**config.mk**
```make
export PLATFORM = sky130hd
export DESIGN_NAME = nchu_scheduler
export DESIGN_NICKNAME = d
export VERILOG_FILES = /design/src/rtl/nchu_scheduler.sv
export SDC_FILE = /design/constraint.sdc
export NUM_CORES = 1
export LEC_CHECK = 0
export BUFFER_PORTS_ARGS = -buffer_cell sky130_fd_sc_hd__buf_2
export CAP_MARGIN = 20
export CORE_MARGIN = 5
export CORE_UTILIZATION = 25
export CTS_CLUSTER_DIAMETER = 120
export DETAILED_ROUTE_END_ITERATION = 16
export PLACE_DENSITY = 0.47
export REMOVE_ABC_BUFFERS = 1
export SLEW_MARGIN = 0
export SYNTH_ARGS = -nofsm -noshare
export SYNTH_HDL_FRONTEND = slang
export SYNTH_SLANG_ARGS = --single-unit
```
**constraint.sdc**
```tcl
create_clock -name clk -period 5.35 [get_ports clk]
set_clock_uncertainty 0.2 [all_clocks]
set_input_delay 0.2675 -clock clk [delete_from_list [all_inputs] [get_ports clk]]
set_output_delay 0.2675 -clock clk [all_outputs]
set_load 0.1 [all_outputs]
```
**src/rtl/nchu_scheduler.sv**
```systemverilog
// Time-multiplexed leaky integrate-and-fire controller: one datapath walks N virtual neurons per timestep.
// Optional per-neuron refractory counters are enabled by defining NCHU_REFRACT_EN.
module nchu_scheduler #(
  parameter int                 N_NEURONS     = 8,
  parameter logic signed [7:0]  THRESH        = 8'sd2,
  parameter int                 REFRACT_STEPS = 2,
  localparam int                IW            = (N_NEURONS > 1) ? $clog2(N_NEURONS) : 1
) (
  input  logic          clk,
  input  logic          rst,
  input  logic          step_start,
  input  logic [7:0]    mac_data,
  input  logic          mac_valid,
  output logic          mac_ready,
  output logic [IW-1:0] cur_id,
  output logic          spk_valid,
  output logic [IW-1:0] spk_id,
  output logic          busy,
  output logic          step_done,
  input  logic [IW-1:0] dbg_idx,
  output logic [7:0]    dbg_v
);

  localparam int NMEM = 1 << IW;

  typedef enum logic [1:0] {S_IDLE, S_ACCEPT, S_CHECK, S_DONE} state_t;

  state_t             state_q;
  logic [IW-1:0]      idx_q;
  logic signed [7:0]  vtmp_q;
  logic               mac_ready_q;
  logic               spk_valid_q;
  logic               busy_q;
  logic               step_done_q;
  // Sized to the full index space so any dbg_idx value reads a defined entry.
  logic signed [7:0]  mem_q [NMEM];

  logic signed [7:0]  v_cur;
  logic signed [9:0]  v_ext;
  logic signed [9:0]  m_ext;
  logic signed [9:0]  sum_d;
  logic signed [7:0]  vtmp_d;
  logic               fire_d;
  logic               refr_active;

`ifdef NCHU_REFRACT_EN
  logic [3:0] refr_q [NMEM];
  assign refr_active = (refr_q[idx_q] != 4'd0);
`else
  logic unused_refract;
  assign refr_active    = 1'b0;
  assign unused_refract = ^4'(REFRACT_STEPS);
`endif

  // Leak by v/2 + v/4, integrate the input at 10 bits, then clamp to the 8-bit range.
  always_comb begin
    v_cur  = mem_q[idx_q];
    v_ext  = {{2{v_cur[7]}}, v_cur};
    m_ext  = {{2{mac_data[7]}}, mac_data};
    sum_d  = (v_ext >>> 1) + (v_ext >>> 2) + m_ext;
    vtmp_d = sum_d[7:0];
    if (sum_d > 10'sd127) begin
      vtmp_d = 8'sd127;
    end else if (sum_d < -10'sd128) begin
      vtmp_d = -8'sd128;
    end
    fire_d = (vtmp_d >= THRESH) && !refr_active;
  end

  always_ff @(posedge clk) begin
    if (rst) begin
      state_q     <= S_IDLE;
      idx_q       <= '0;
      vtmp_q      <= '0;
      mac_ready_q <= 1'b0;
      spk_valid_q <= 1'b0;
      busy_q      <= 1'b0;
      step_done_q <= 1'b0;
      for (int i = 0; i < NMEM; i++) begin
        mem_q[i] <= '0;
`ifdef NCHU_REFRACT_EN
        refr_q[i] <= '0;
`endif
      end
    end else begin
      case (state_q)
        S_IDLE: begin
          if (step_start) begin
            state_q     <= S_ACCEPT;
            idx_q       <= '0;
            mac_ready_q <= 1'b1;
            busy_q      <= 1'b1;
          end
        end
        S_ACCEPT: begin
          if (mac_valid) begin
            state_q     <= S_CHECK;
            vtmp_q      <= vtmp_d;
            mac_ready_q <= 1'b0;
            spk_valid_q <= fire_d;
          end
        end
        S_CHECK: begin
          spk_valid_q <= 1'b0;
`ifdef NCHU_REFRACT_EN
          if (refr_active) begin
            mem_q[idx_q]  <= '0;
            refr_q[idx_q] <= refr_q[idx_q] - 4'd1;
          end else if (spk_valid_q) begin
            mem_q[idx_q]  <= vtmp_q - THRESH;
            refr_q[idx_q] <= 4'(REFRACT_STEPS);
          end else begin
            mem_q[idx_q] <= vtmp_q;
          end
`else
          mem_q[idx_q] <= spk_valid_q ? (vtmp_q - THRESH) : vtmp_q;
`endif
          if (idx_q == IW'(N_NEURONS - 1)) begin
            state_q     <= S_DONE;
            step_done_q <= 1'b1;
          end else begin
            idx_q       <= idx_q + IW'(1);
            state_q     <= S_ACCEPT;
            mac_ready_q <= 1'b1;
          end
        end
        S_DONE: begin
          step_done_q <= 1'b0;
          busy_q      <= 1'b0;
          state_q     <= S_IDLE;
        end
        default: state_q <= S_IDLE;
      endcase
    end
  end

  assign mac_ready = mac_ready_q;
  assign spk_valid = spk_valid_q;
  assign busy      = busy_q;
  assign step_done = step_done_q;
  assign cur_id    = idx_q;
  assign spk_id    = idx_q;
  assign dbg_v     = mem_q[dbg_idx];

endmodule

```
Yosys cells after proc, flatten, opt, wreduce, memory -nomap -nowiden:

Memories as Yosys holds them, arrays and structs flattened. A register that Yosys moved wholly into a read port is not among the register bits.
Cells that the tools add are included.

* $lt $le $gt $ge: 3
* add/subtract/negate cells: 4
* equality and inequality tests: 8
* muxes and demuxes: 29
* reduce and logical (&&, ||, !) cells: 14

Operators by type and width (number)
* 2-to-1 mux 8 bit: 4
* 2-to-1 mux 3 bit: 5
* 2-to-1 mux 1 bit: 11
* AND reduction 2 bit: 5
* adder 8 x 8 -> 9 bit: 1
* greater-than comparator 9 x 8 -> 1 bit (second input constant): 1
* < comparator 9 x 8 -> 1 bit (second input constant): 1
* adder 7 x 6 -> 8 bit: 1
* greater-or-equal comparator 8 x 3 -> 1 bit (second input constant): 1
* != test 2 bit (second input constant): 4
* case mux 2 bit (4 select lines): 1
* nonzero test 2 bit: 4
* OR reduction 8 bit: 1
* subtractor 8 x 3 -> 8 bit (second input constant): 1
* 2-to-1 mux 2 bit: 3
* case mux 1 bit (2 select lines): 3
* case mux 3 bit (2 select lines): 1
* equality test 2 bit (second input constant): 2
* AND reduction 4 bit: 1
* adder 3 x 1 -> 3 bit (second input constant): 1
* equality test 3 bit (second input constant): 1
* case mux 1 bit (3 select lines): 1
* AND reduction 3 bit: 1
* nonzero test 3 bit: 1
* other kinds (2): 2

* bits in registers: 17
* word-level logic and storage cells: 66
* bits in writable memories: 64
* input port bits: 15
* output and inout bits: 18
* memories: 1

Memories
* mem_q: words 8, width 8, rd ports 2, clocked after Yosys merged registers in 1, wr ports 8, line 36 `logic signed [7:0] mem_q [NMEM];`

Logic depth before layout (Yosys ltp):

* depth in word-level cells: 8
* depth in mapped cells: 14
* mapped depth without buffers: 11

Least setup slack after synthesis:

OpenSTA, ideal clock, no wires.

* path type: register -> register
* start point: register with a tool-made name
* end point: register vtmp_q[1]
* setup slack: 1330 ps
* arrival time: 3734 ps
* clock period less this slack: 4020 ps
* data required time: 5064 ps
* stages on the path, launching flop included: 15
* library setup time: 86 ps
* path buffers: 3
* path through: dfxtp_1 -> buf_2 -> buf_2 -> mux4_2 -> mux2i_1 -> inv_1 -> fa_1 -> ha_1 -> fa_1 -> a211oi_4 -> nor2_2 -> o32ai_4 -> buf_8 -> o22ai_2 -> a221oi_2

RTL lines
* to (signal assigned): line 98 `vtmp_q <= vtmp_d;`
* to (decl): line 30 `logic signed [7:0] vtmp_q;`

==> results.md <==
- Status: finished, final reports clean
- Met2 Usage GRT: 0.179
- Share of async-settable or async-resettable flops after synthesis: 0
- Least-Margin Pin Slew: 935 ps
- Post-synth top cells: 90 x nor2_1, 64 x edfxtp_1, 30 x mux4_2, 24 x nand2_1, 20 x dfxtp_1
- Switching Fraction: 0.298
- Antenna cells: 0
- Post-synth top flop: edfxtp_1
- Hold Violations, Final: 0
- Sequential fraction of the synthesis area: 0.486
- GR peak layer: met2
- Worst slew margin: 0.372
- DRT antenna net count: 0
- Initial Util: 0.255
- Gr usage total: 0.118
- Crit-path max FO: 14
- Top-count cell post-synth: nor2_1
- Arrival time worst endpoint: 4510 ps
- Clk buf depth: 2
- Mean Syn Cell Area: 12.3 µm²
- Initial antenna violation count: 0
- Fin nets: 445
- Largest net degree at the start of global routing: 20
- Routed wire length: 12400 µm
- GRT Residual Overflow: 0
- Fin Setup TNS: 0 ps
- Yosys warnings: 0
- H-tree depth: 3
- Initial DRC count: 190
- Comb power frac: 0.207
- CTS clk-pin slew, worst paths: 60 ps
- Worst skew pair latency: 350 ps
- CORE AREA: 0.0188 mm²
- Synth top area share: 0.402
- DR pass1 iterations: 4
- Post-CTS Setup Inserts: 0
- Seq. cell area: 0.00232 mm²
- Flop pwr share: 0.434
- GP Congestion: 0.799
- Clk pwr share: 0.359
- Clock root cell: clkbuf_16
- Sink Count: 84
- Fin area: 0.00542 mm²
- Pint: 0.00120 W
- Full die area: 0.0220 mm²
- Mapped cell area: 0.00478 mm²
- Post-DP HPWL: 8610 µm
- Max cap viols: 0
- Port bufs: 32
- Die Ht: 148 µm
- Post-CTS resize count: 0
- Largest cells by area after synthesis: edfxtp_1 40%, mux4_2 14%, dfxtp_1 8.4%
- NetSw: 0.000510 W
- DR vias: 3204
- Hold Path Class: primary input to register
- Finish-stage setup viols: 0
- Placed Area: 0.00513 mm²
- Drt drc: 0
- Filler cells: 1945
- CP required: 5410 ps
- Cells after synthesis: 390
- Vias in the first global route: 3354
- Area taken by multi-input logic gates: 0.00229 mm²
- TritonCTS clock tree: yes
- DR vias/cell: 4.91
- RSZ-0062 raised after global routing: no
- Hold buffers post-CTS: 0
- IO Pins: 33
- Final period util: 0.832
- Type of destination of the critical path: register
- Crit Path Class: register to register
- DIE WIDTH: 148 µm
- Final Max Slew Viols: 0
- Minimum hold slack: 88.0 ps
- Area growth syn-to-layout: 13.3%
- First-pass GRT wire length: 19600 µm
- Static leakage: 1.89 nW
- Yosys top cell by area: edfxtp_1
- FP Rows: 50
- Post-synth EDFFs: 64
- Met3 usage: 0.0286
- Total CTS buffers: 9
- Synth unique cells: 52
- Final Critical Period: 4450 ps
- Fmax achieved: 225 MHz
- Startpoint types: register
- Peak supply drop: 0.106 mV
- Number of synthesized register bits: 84
- Layout cells sized above 1: 0.249
- GR Util met1: 0.170
- PD cells: 316 mW/mm²
- DR WL/cell: 19.0 µm
[layer usage]
metal	vias to the layer above	part of all wire
met1	1631	0.48
met3	13	0.049
met4	0	0.013
li1	1489	-
met2	71	0.46
met5	-	0
[flip-flops by register name, summed over array words and instances (netlist names), named ones only]
signal,flops
busy,1
cur_id,3
mac_ready,1
mem_q,64
spk_valid,1
state_q,2
step_done,1
vtmp_q,8
[power groups by stage]
stage	combinational, W	clock [W]	sequential (W)
6_report	0.000354	0.000615	0.000742
5_1_grt	0.000385	0.000659	0.000746
4_1_cts	0.000357	0.000622	0.000742
3_5_place_dp	0.000355	0	0.000757
3_3_place_gp	0.000352	0	0.000756
2_1_floorplan	0.000257	0	0.000767
[final timing paths]
check / startpoint / endpoint / slack, ps / cells after the start
max: register / vtmp_q[2] / 900 / 12
min: step_start / state_q[0] / 90 / 5
max reg2reg: register / vtmp_q[2] / 900 / 12
min reg2reg: mac_ready / mac_ready / 310 / 2
[area by class of cell]
type,count,area share
Sequential cell,84,0.429
Clock inverter,5,0.00947
Inverter,17,0.0118
Clock buffer,11,0.0430
Timing Repair Buffer,33,0.0310
Multi-Input combinational cell,268,0.422
Tap cell,234,0.0541
[per-stage QoR]
stage / worst slack [ps] / instances / util / power (W)
after global placement: 975 / 636 / 0.273 / 0.00111
final: 897 / 652 / 0.289 / 0.00171
after floorplan: 1120 / 369 / - / 0.00102
after CTS: 842 / 652 / 0.289 / 0.00172
after global routing: 513 / 652 / 0.289 / 0.00179
after detailed placement: 840 / 636 / 0.273 / 0.00111
[critical path, stage by stage (launching register included)]
cell and delay (ps):
dfxtp_1 610, buf_4 300, mux4_2 510, mux2i_1 340
fa_1 240, inv_1 40, ha_1 220, fa_1 440
a211oi_4 330, nor2_2 90, o32ai_4 580, a21oi_1 190
a221oi_2 260
[layout by cell type (no fill, tap or decap), drive strengths merged, types with 4 or more instances in the layout]
master,instances
fa,7
edfxtp,64
dfxtp,20
mux4,30
a211oi,9
a221oi,4
xor2,6
xnor2,4
a21oi,15
nand2,24
clkbuf,11
inv,16
o21ai,10
o22ai,7
clkinv,4
mux2,11
ha,10
buf,33
mux2i,5
nor2,91
[cell families (layout without fill, tap and decap cells)]
kind of cell	count (synthesis)	count (layout)	share of synthesized area
mux	46	46	0.178
compound gates	54	54	0.0987
simple gates	141	141	0.128
flops	84	84	0.486
buf+inv	38	66	0.0359
xor+xnor	10	10	0.0183
fa+ha+maj	17	17	0.0555
(Power assumes the default switching activity.)
